`config.mk`:
```
export PLATFORM = sky130hd
export DESIGN_NAME = ahb3_arbiter_flat
export DESIGN_NICKNAME = d
export VERILOG_FILES = /design/src/rtl/ahb3_arbiter_if.sv /design/src/rtl/ahb3_arbiter.sv /design/src/flat_wrapper.sv
export SDC_FILE = /design/constraint.sdc
export NUM_CORES = 1
export LEC_CHECK = 0
export ABC_AREA = 1
export CELL_PAD_IN_SITES_DETAIL_PLACEMENT = 1
export CELL_PAD_IN_SITES_GLOBAL_PLACEMENT = 2
export CORE_MARGIN = 2
export CORE_UTILIZATION = 10
export CTS_BUF_LIST = sky130_fd_sc_hd__clkbuf_16
export DETAILED_ROUTE_END_ITERATION = 6
export HOLD_SLACK_MARGIN = 0.02
export PLACE_DENSITY_LB_ADDON = 0.1
export SETUP_SLACK_MARGIN = 0.2
export SYNTH_ARGS = -nofsm -noshare
export SYNTH_HDL_FRONTEND = slang
export SYNTH_SLANG_ARGS = --single-unit
export TNS_END_PERCENT = 100
```
`constraint.sdc`:
```
create_clock -name clk_i -period 1.7 [get_ports clk_i]
set_input_delay 0.255 -clock clk_i [delete_from_list [all_inputs] [get_ports clk_i]]
set_output_delay 0.255 -clock clk_i [all_outputs]
set_load 0.01 [all_outputs]
```
`src/rtl/ahb3_arbiter_if.sv`:
```
// Bundles the per-master AHB-Lite ports and the shared decoder-side bus of
// the arbiter; the slave modport is the arbiter's view, master is the environment's.
interface ahb3_arbiter_if #(
    parameter int MASTERS = 2,
    parameter int XLEN    = 32,
    parameter int PLEN    = 32
);
    localparam int SW = XLEN >> 3;

    logic [MASTERS-1:0]           m_hsel_i;
    logic [MASTERS-1:0][PLEN-1:0] m_haddr_i;
    logic [MASTERS-1:0][XLEN-1:0] m_hwdata_i;
    logic [MASTERS-1:0]           m_hwrite_i;
    logic [MASTERS-1:0][2:0]      m_hsize_i;
    logic [MASTERS-1:0][2:0]      m_hburst_i;
    logic [MASTERS-1:0][SW-1:0]   m_hprot_i;
    logic [MASTERS-1:0][1:0]      m_htrans_i;
    logic [MASTERS-1:0]           m_hmastlock_i;
    logic [MASTERS-1:0][XLEN-1:0] m_hrdata_o;
    logic [MASTERS-1:0]           m_hready_o;
    logic [MASTERS-1:0]           m_hresp_o;

    logic                         bus_hsel_o;
    logic [PLEN-1:0]              bus_haddr_o;
    logic [XLEN-1:0]              bus_hwdata_o;
    logic                         bus_hwrite_o;
    logic [2:0]                   bus_hsize_o;
    logic [2:0]                   bus_hburst_o;
    logic [SW-1:0]                bus_hprot_o;
    logic [1:0]                   bus_htrans_o;
    logic                         bus_hmastlock_o;
    logic [XLEN-1:0]              bus_hrdata_i;
    logic                         bus_hready_i;
    logic                         bus_hresp_i;

    modport slave (
        input  m_hsel_i, m_haddr_i, m_hwdata_i, m_hwrite_i, m_hsize_i,
               m_hburst_i, m_hprot_i, m_htrans_i, m_hmastlock_i,
               bus_hrdata_i, bus_hready_i, bus_hresp_i,
        output m_hrdata_o, m_hready_o, m_hresp_o,
               bus_hsel_o, bus_haddr_o, bus_hwdata_o, bus_hwrite_o, bus_hsize_o,
               bus_hburst_o, bus_hprot_o, bus_htrans_o, bus_hmastlock_o
    );

    modport master (
        output m_hsel_i, m_haddr_i, m_hwdata_i, m_hwrite_i, m_hsize_i,
               m_hburst_i, m_hprot_i, m_htrans_i, m_hmastlock_i,
               bus_hrdata_i, bus_hready_i, bus_hresp_i,
        input  m_hrdata_o, m_hready_o, m_hresp_o,
               bus_hsel_o, bus_haddr_o, bus_hwdata_o, bus_hwrite_o, bus_hsize_o,
               bus_hburst_o, bus_hprot_o, bus_htrans_o, bus_hmastlock_o
    );
endinterface

```
`src/rtl/ahb3_arbiter.sv`:
```
// Round-robin AHB3-Lite arbiter with burst/lock protection; address-phase and
// data-phase ownership are tracked separately to steer hwdata and responses.
module ahb3_arbiter #(
    parameter int MASTERS = 2,
    parameter int XLEN    = 32,
    parameter int PLEN    = 32
) (
    input logic          clk_i,
    input logic          rst_i,
    ahb3_arbiter_if.slave bus_if
);
    localparam int IW = (MASTERS > 1) ? $clog2(MASTERS) : 1;

    localparam logic [1:0] HTRANS_IDLE   = 2'b00;
    localparam logic [1:0] HTRANS_BUSY   = 2'b01;
    localparam logic [1:0] HTRANS_NONSEQ = 2'b10;
    localparam logic [1:0] HTRANS_SEQ    = 2'b11;

    localparam logic [2:0] HBURST_SINGLE = 3'b000;
    localparam logic [2:0] HBURST_INCR   = 3'b001;

    typedef logic [IW-1:0] idx_t;

    logic [MASTERS-1:0] req;
    idx_t               owner;
    idx_t               last;
    idx_t               downer;
    logic               dvalid;
    logic [4:0]         beat_cnt;
    logic               hold;
    logic               found;
    idx_t               winner;
    idx_t               cand;
    logic [4:0]         beat_load;

    always_comb begin
        req = '0;
        for (int i = 0; i < MASTERS; i++) begin
            req[i] = bus_if.m_hsel_i[i] & bus_if.m_htrans_i[i][1];
        end
    end

    // Address/control follow the address-phase owner; an unselected owner parks the bus IDLE.
    always_comb begin
        bus_if.bus_hsel_o   = bus_if.m_hsel_i[owner];
        bus_if.bus_haddr_o  = bus_if.m_haddr_i[owner];
        bus_if.bus_hwrite_o = bus_if.m_hwrite_i[owner];
        bus_if.bus_hsize_o  = bus_if.m_hsize_i[owner];
        bus_if.bus_hburst_o = bus_if.m_hburst_i[owner];
        bus_if.bus_hprot_o  = bus_if.m_hprot_i[owner];
        bus_if.bus_hwdata_o = bus_if.m_hwdata_i[downer];
        if (bus_if.m_hsel_i[owner]) begin
            bus_if.bus_htrans_o    = bus_if.m_htrans_i[owner];
            bus_if.bus_hmastlock_o = bus_if.m_hmastlock_i[owner];
        end else begin
            bus_if.bus_htrans_o    = HTRANS_IDLE;
            bus_if.bus_hmastlock_o = 1'b0;
        end
    end

    always_comb begin
        bus_if.m_hrdata_o = '0;
        bus_if.m_hready_o = '1;
        bus_if.m_hresp_o  = '0;
        for (int i = 0; i < MASTERS; i++) begin
            bus_if.m_hrdata_o[i] = bus_if.bus_hrdata_i;
            if (owner == idx_t'(i) || (dvalid && downer == idx_t'(i))) begin
                bus_if.m_hready_o[i] = bus_if.bus_hready_i;
            end else begin
                bus_if.m_hready_o[i] = ~req[i];
            end
            if (dvalid && downer == idx_t'(i)) begin
                bus_if.m_hresp_o[i] = bus_if.bus_hresp_i;
            end
        end
    end

    // INCR bursts load a zero count, so a SEQ beat of an INCR burst always holds.
    always_comb begin
        hold = 1'b0;
        if (bus_if.m_hmastlock_i[owner]) begin
            hold = 1'b1;
        end else begin
            case (bus_if.bus_htrans_o)
                HTRANS_BUSY:   hold = 1'b1;
                HTRANS_SEQ:    hold = (beat_cnt != 5'd1) ||
                                      (bus_if.bus_hburst_o == HBURST_INCR);
                HTRANS_NONSEQ: hold = (bus_if.bus_hburst_o != HBURST_SINGLE);
                default:       hold = 1'b0;
            endcase
        end
    end

    always_comb begin
        case (bus_if.bus_hburst_o)
            3'b010, 3'b011: beat_load = 5'd3;
            3'b100, 3'b101: beat_load = 5'd7;
            3'b110, 3'b111: beat_load = 5'd15;
            default:        beat_load = 5'd0;
        endcase
    end

    // Scan starts just after the last winner, so the current owner is considered last.
    always_comb begin
        winner = owner;
        found  = 1'b0;
        cand   = last;
        for (int k = 0; k < MASTERS; k++) begin
            cand = (cand == idx_t'(MASTERS - 1)) ? '0 : cand + idx_t'(1);
            if (!found && req[cand]) begin
                winner = cand;
                found  = 1'b1;
            end
        end
    end

    always_ff @(posedge clk_i or negedge rst_i) begin
        if (!rst_i) begin
            owner    <= '0;
            last     <= idx_t'(MASTERS - 1);
            downer   <= '0;
            dvalid   <= 1'b0;
            beat_cnt <= '0;
        end else if (bus_if.bus_hready_i) begin
            downer <= owner;
            dvalid <= bus_if.bus_htrans_o[1];
            if (bus_if.bus_htrans_o == HTRANS_NONSEQ) begin
                beat_cnt <= beat_load;
            end else if (bus_if.bus_htrans_o == HTRANS_SEQ && beat_cnt != 5'd0) begin
                beat_cnt <= beat_cnt - 5'd1;
            end
            if (!hold && found) begin
                owner <= winner;
                last  <= winner;
            end
        end
    end
endmodule

```
`src/flat_wrapper.sv`:
```
// flat-port wrapper written by rule: the top's interface ports become plain ports
module ahb3_arbiter_flat 
#(
    parameter int MASTERS = 2,
    parameter int XLEN    = 32,
    parameter int PLEN    = 32
)
  (clk_i, rst_i, bus_if_m_hsel_i, bus_if_m_haddr_i, bus_if_m_hwdata_i, bus_if_m_hwrite_i, bus_if_m_hsize_i, bus_if_m_hburst_i, bus_if_m_hprot_i, bus_if_m_htrans_i, bus_if_m_hmastlock_i, bus_if_bus_hrdata_i, bus_if_bus_hready_i, bus_if_bus_hresp_i, bus_if_m_hrdata_o, bus_if_m_hready_o, bus_if_m_hresp_o, bus_if_bus_hsel_o, bus_if_bus_haddr_o, bus_if_bus_hwdata_o, bus_if_bus_hwrite_o, bus_if_bus_hsize_o, bus_if_bus_hburst_o, bus_if_bus_hprot_o, bus_if_bus_htrans_o, bus_if_bus_hmastlock_o);
  ahb3_arbiter_if #(.MASTERS(MASTERS), .XLEN(XLEN), .PLEN(PLEN)) bus_if_i ();
  input logic clk_i;
  input logic rst_i;
  input wire logic [$bits(bus_if_i.m_hsel_i)-1:0] bus_if_m_hsel_i;
  input wire logic [$bits(bus_if_i.m_haddr_i)-1:0] bus_if_m_haddr_i;
  input wire logic [$bits(bus_if_i.m_hwdata_i)-1:0] bus_if_m_hwdata_i;
  input wire logic [$bits(bus_if_i.m_hwrite_i)-1:0] bus_if_m_hwrite_i;
  input wire logic [$bits(bus_if_i.m_hsize_i)-1:0] bus_if_m_hsize_i;
  input wire logic [$bits(bus_if_i.m_hburst_i)-1:0] bus_if_m_hburst_i;
  input wire logic [$bits(bus_if_i.m_hprot_i)-1:0] bus_if_m_hprot_i;
  input wire logic [$bits(bus_if_i.m_htrans_i)-1:0] bus_if_m_htrans_i;
  input wire logic [$bits(bus_if_i.m_hmastlock_i)-1:0] bus_if_m_hmastlock_i;
  input wire logic [$bits(bus_if_i.bus_hrdata_i)-1:0] bus_if_bus_hrdata_i;
  input wire logic [$bits(bus_if_i.bus_hready_i)-1:0] bus_if_bus_hready_i;
  input wire logic [$bits(bus_if_i.bus_hresp_i)-1:0] bus_if_bus_hresp_i;
  output wire logic [$bits(bus_if_i.m_hrdata_o)-1:0] bus_if_m_hrdata_o;
  output wire logic [$bits(bus_if_i.m_hready_o)-1:0] bus_if_m_hready_o;
  output wire logic [$bits(bus_if_i.m_hresp_o)-1:0] bus_if_m_hresp_o;
  output wire logic [$bits(bus_if_i.bus_hsel_o)-1:0] bus_if_bus_hsel_o;
  output wire logic [$bits(bus_if_i.bus_haddr_o)-1:0] bus_if_bus_haddr_o;
  output wire logic [$bits(bus_if_i.bus_hwdata_o)-1:0] bus_if_bus_hwdata_o;
  output wire logic [$bits(bus_if_i.bus_hwrite_o)-1:0] bus_if_bus_hwrite_o;
  output wire logic [$bits(bus_if_i.bus_hsize_o)-1:0] bus_if_bus_hsize_o;
  output wire logic [$bits(bus_if_i.bus_hburst_o)-1:0] bus_if_bus_hburst_o;
  output wire logic [$bits(bus_if_i.bus_hprot_o)-1:0] bus_if_bus_hprot_o;
  output wire logic [$bits(bus_if_i.bus_htrans_o)-1:0] bus_if_bus_htrans_o;
  output wire logic [$bits(bus_if_i.bus_hmastlock_o)-1:0] bus_if_bus_hmastlock_o;
  assign bus_if_i.m_hsel_i = bus_if_m_hsel_i;
  assign bus_if_i.m_haddr_i = bus_if_m_haddr_i;
  assign bus_if_i.m_hwdata_i = bus_if_m_hwdata_i;
  assign bus_if_i.m_hwrite_i = bus_if_m_hwrite_i;
  assign bus_if_i.m_hsize_i = bus_if_m_hsize_i;
  assign bus_if_i.m_hburst_i = bus_if_m_hburst_i;
  assign bus_if_i.m_hprot_i = bus_if_m_hprot_i;
  assign bus_if_i.m_htrans_i = bus_if_m_htrans_i;
  assign bus_if_i.m_hmastlock_i = bus_if_m_hmastlock_i;
  assign bus_if_i.bus_hrdata_i = bus_if_bus_hrdata_i;
  assign bus_if_i.bus_hready_i = bus_if_bus_hready_i;
  assign bus_if_i.bus_hresp_i = bus_if_bus_hresp_i;
  assign bus_if_m_hrdata_o = bus_if_i.m_hrdata_o;
  assign bus_if_m_hready_o = bus_if_i.m_hready_o;
  assign bus_if_m_hresp_o = bus_if_i.m_hresp_o;
  assign bus_if_bus_hsel_o = bus_if_i.bus_hsel_o;
  assign bus_if_bus_haddr_o = bus_if_i.bus_haddr_o;
  assign bus_if_bus_hwdata_o = bus_if_i.bus_hwdata_o;
  assign bus_if_bus_hwrite_o = bus_if_i.bus_hwrite_o;
  assign bus_if_bus_hsize_o = bus_if_i.bus_hsize_o;
  assign bus_if_bus_hburst_o = bus_if_i.bus_hburst_o;
  assign bus_if_bus_hprot_o = bus_if_i.bus_hprot_o;
  assign bus_if_bus_htrans_o = bus_if_i.bus_htrans_o;
  assign bus_if_bus_hmastlock_o = bus_if_i.bus_hmastlock_o;
  ahb3_arbiter #(.MASTERS(MASTERS), .XLEN(XLEN), .PLEN(PLEN)) u_core (.clk_i(clk_i), .rst_i(rst_i), .bus_if(bus_if_i));
endmodule
```
==> flow_summary.json, run 1 <==
{
  "vias": 3295,
  "p_sw_share_pct": 44.9,
  "syn_area_sq_mm": 0.00216,
  "dp_hpwl_um": 10700,
  "cts_root_buf": "clkbuf_16",
  "multi_input_area_sq_mm": 0.00184,
  "syn_area_per_cell_sq_um": 5.17,
  "io_pins": 341,
  "maxClockFrequency_ghz": 0.606,
  "cts-buffers-inserted": 3,
  "synthArstFlopShare_pct": 100,
  "layout_common_cells": "clkdlybuf4s50_1, nand2_1, nand2_2",
  "fin_crit_ns": 1.65,
  "place_congestion": 0.705,
  "drive_above_1_share_pct": 44.3,
  "powerDensity_mw_per_mm2": 1290,
  "mostFrequentLayoutCell": "clkdlybuf4s50_1",
  "regToRegStartpoint": "u_core.owner",
  "drc_errors": 0,
  "clockBufferDepth": 2,
  "overflow": 0,
  "synth_cell_types": 26,
  "power_frac_seq_pct": 5.5,
  "relSlewSlack_pct": 66.0,
  "crit_start": "u_core.owner",
  "comb_power_share_pct": 89.0,
  "worst_path_largest_cell_delay_ns": 0.40,
  "cts.sinks": 9,
  "p_sw_mw": 3.36,
  "hold_violations": 0,
  "yosys.area.top_type": "nand2_1",
  "crit_path_frequent_cell": "buf_12",
  "cp_data_required_time_ns": 1.44,
  "portBuffers": 244,
  "rsz0062_at_grt": "true",
  "dieArea_sq_mm": 0.0228,
  "power_leakage_nw": 2.86,
  "hp-class": "primary input to asynchronous set/reset pin",
  "worstMarginPinSlew_ns": 0.509,
  "cp_slowest_cell": "dfrtp_2",
  "htreeDepth": 1,
  "synth_top_area_share_pct": 44.6,
  "cts.clk_slew.worst_paths_ns": 0.04,
  "reg2reg_to": "u_core.owner",
  "die_h_um": 151,
  "maxSlewViolCount": 0,
  "wl_per_cell_um": 15.1,
  "synth_seq_cells": 9,
  "fp.dieW_um": 151,
  "design_area_sq_mm": 0.00578,
  "seq_area_sq_um": 229,
  "grt_pass1_vias": 3490,
  "grtUsageTotal_pct": 10.9,
  "ys.flop_type": "dfrtp_1",
  "drt_iter0_drc": 58,
  "clkLatencyLatePin_ns": 0.24,
  "grt_antenna_before_repair": 0,
  "drtPass1Iterations": 4,
  "fin_tns_setup_ns": 0,
  "synth-seq-area-share_pct": 10.5,
  "ir_drop_mv": 0.410,
  "placed_cell_area_sq_mm": 0.00468,
  "crit_chain": "buf_12 -> clkinv_16 -> buf_12 -> clkbuf_16 -> nand2_2 -> nand2_1 -> buf_2",
  "internal_power_mw": 4.13,
  "skew_ns": 0.00100,
  "reg2reg_slack_ns": 0.09,
  "rr_worst_depth": 9,
  "rows": 53,
  "coreArea_sq_mm": 0.0212,
  "synth.area.top_cells": "nand2_1, buf_4, dfrtp_1",
  "viasPerCell": 3.57,
  "outcome": "complete, no violations",
  "fillerInstances": 2530,
  "end_kind": "output port",
  "utilization_pct": 27.3,
  "yosys_warnings": 0,
  "maxCapViolations": 0,
  "cts_tree": "done",
  "final_antenna_net_count": 0,
  "path_buf_inv": 5,
  "cp_max_fo": 7,
  "crit_family": "buffers and inverters",
  "synthCells": 418,
  "synth_fp_nets": 615,
  "pwr-share-clk_pct": 5.6,
  "arrival_ns": 1.40,
  "hold_buffers": 0,
  "path_class": "flop to output port",
  "grt_first_pass_wirelength_um": 19300,
  "grt_max_degree": 18,
  "initial_core_util_pct": 10.2,
  "final.period_utilization_pct": 97.1,
  "syn2layout_area_growth_pct": 168,
  "nets": 844,
  "worst_setup_path_start_kind": "flop",
  "setup_viol": 0,
  "synth-edff-count": 0,
  "drt-total-wl_um": 13900
}
-- metrics by stage --
| step | power [mW] | std cells | setup slack (ns) | hold slack (ns) |
|---|---|---|---|---|
| 5_1_grt | 8.12 | 921 | -0.0303 | 0.389 |
| 3_5_place_dp | 5.25 | 889 | -0.274 | 0.458 |
| 4_1_cts | 6.41 | 912 | 0.0536 | 0.374 |
| 3_3_place_gp | 5.26 | 889 | -0.243 | 0.450 |
| 6_report | 7.49 | 922 | 0.0492 | 0.362 |
| 2_1_floorplan | 2.54 | 418 | 0.327 | -0.0406 |
-- sequential cells by signal (all words and copies together) (netlist names) --
name             count
u_core.last          1
u_core.owner         1
u_core.dvalid        1
u_core.downer        1
u_core.beat_cnt      5
-- worst max-delay path by stage --
stage                                         to  cells past startpoint
after global routing          u_core.beat_cnt[2]                     11
after detailed placement    bus_if_m_hready_o[1]                      4
after CTS                 bus_if_bus_haddr_o[21]                      7
after global placement      bus_if_m_hready_o[1]                      4
after floorplan             bus_if_m_hready_o[1]                      5
final                     bus_if_bus_haddr_o[26]                      7
-- Yosys cell counts, types with 2 or more instances --
cell / n
a21oi_1: 2
buf_4: 64
buf_6: 2
clkbuf_1: 15
dfrtp_1: 8
ha_1: 3
inv_1: 19
nand2_1: 257
nand2_2: 5
nand2_4: 2
nand3_1: 6
nor2_1: 4
nor3_1: 2
o21ai_0: 16
xor2_1: 2
-- layout make-up --
cell class | count | area share (%)
well taps | 275 | 5.95
diodes | 1 | 0.0433
flip-flops and latches | 9 | 3.96
inverters | 23 | 2.12
repair inverters | 1 | 0.151
repair buffers | 304 | 54.7
clock buffers | 3 | 1.30
clock inverters | 1 | 0.0649
multi-input cells | 305 | 31.7
-- power by group through the flow --
stage / sequential, mW / combinational (mW) / clock (mW)
2_1_floorplan: 0.362 / 2.18 / 0
3_3_place_gp: 0.414 / 4.84 / 0
3_5_place_dp: 0.419 / 4.83 / 0
4_1_cts: 0.408 / 5.57 / 0.430
5_1_grt: 0.426 / 7.26 / 0.442
6_report: 0.409 / 6.66 / 0.416
-- cell families after synthesis --
kind of cell    count (synthesis)  synth area share [%]
compound gates                 20                  5.15
xor+xnor                        3                  1.22
fa+ha+maj                       3                  1.74
buf+inv                       105                  30.9
flops                           9                  10.5
simple gates                  278                  50.5
-- what timing repair did --
item / CTS / global route
pin swaps: 25 / 31
cloned: 6 / 5
resized for setup: 430 / 177
buffers inserted: 13 / 4
setup endpoints to repair: 90 / 89
-- per-layer routing --
layer / wire length [um] / track usage (%) / vias up
met4: 188 / 2.90 / 0
met5: 0 / 0 / -
met3: 1180 / 2.98 / 23
met1: 5080 / 12.2 / 1487
met2: 7440 / 20.4 / 135
li1: - / - / 1650
No activity file was read; power rests on OpenSTA's default activity.
==> run 2: changes to the inputs <==
CTS_BUF_LIST = sky130_fd_sc_hd__clkbuf_8 sky130_fd_sc_hd__clkbuf_16   (was sky130_fd_sc_hd__clkbuf_16)
==> results of run 2 <==
Same layout as run 1: the final DEF is identical, and so are final timing and power.
==> run 3: changes to the inputs <==
HOLD_SLACK_MARGIN = unset   (was 0.02)
==> results of run 3 <==
Same layout as run 1: the final DEF is identical, and so are final timing and power.
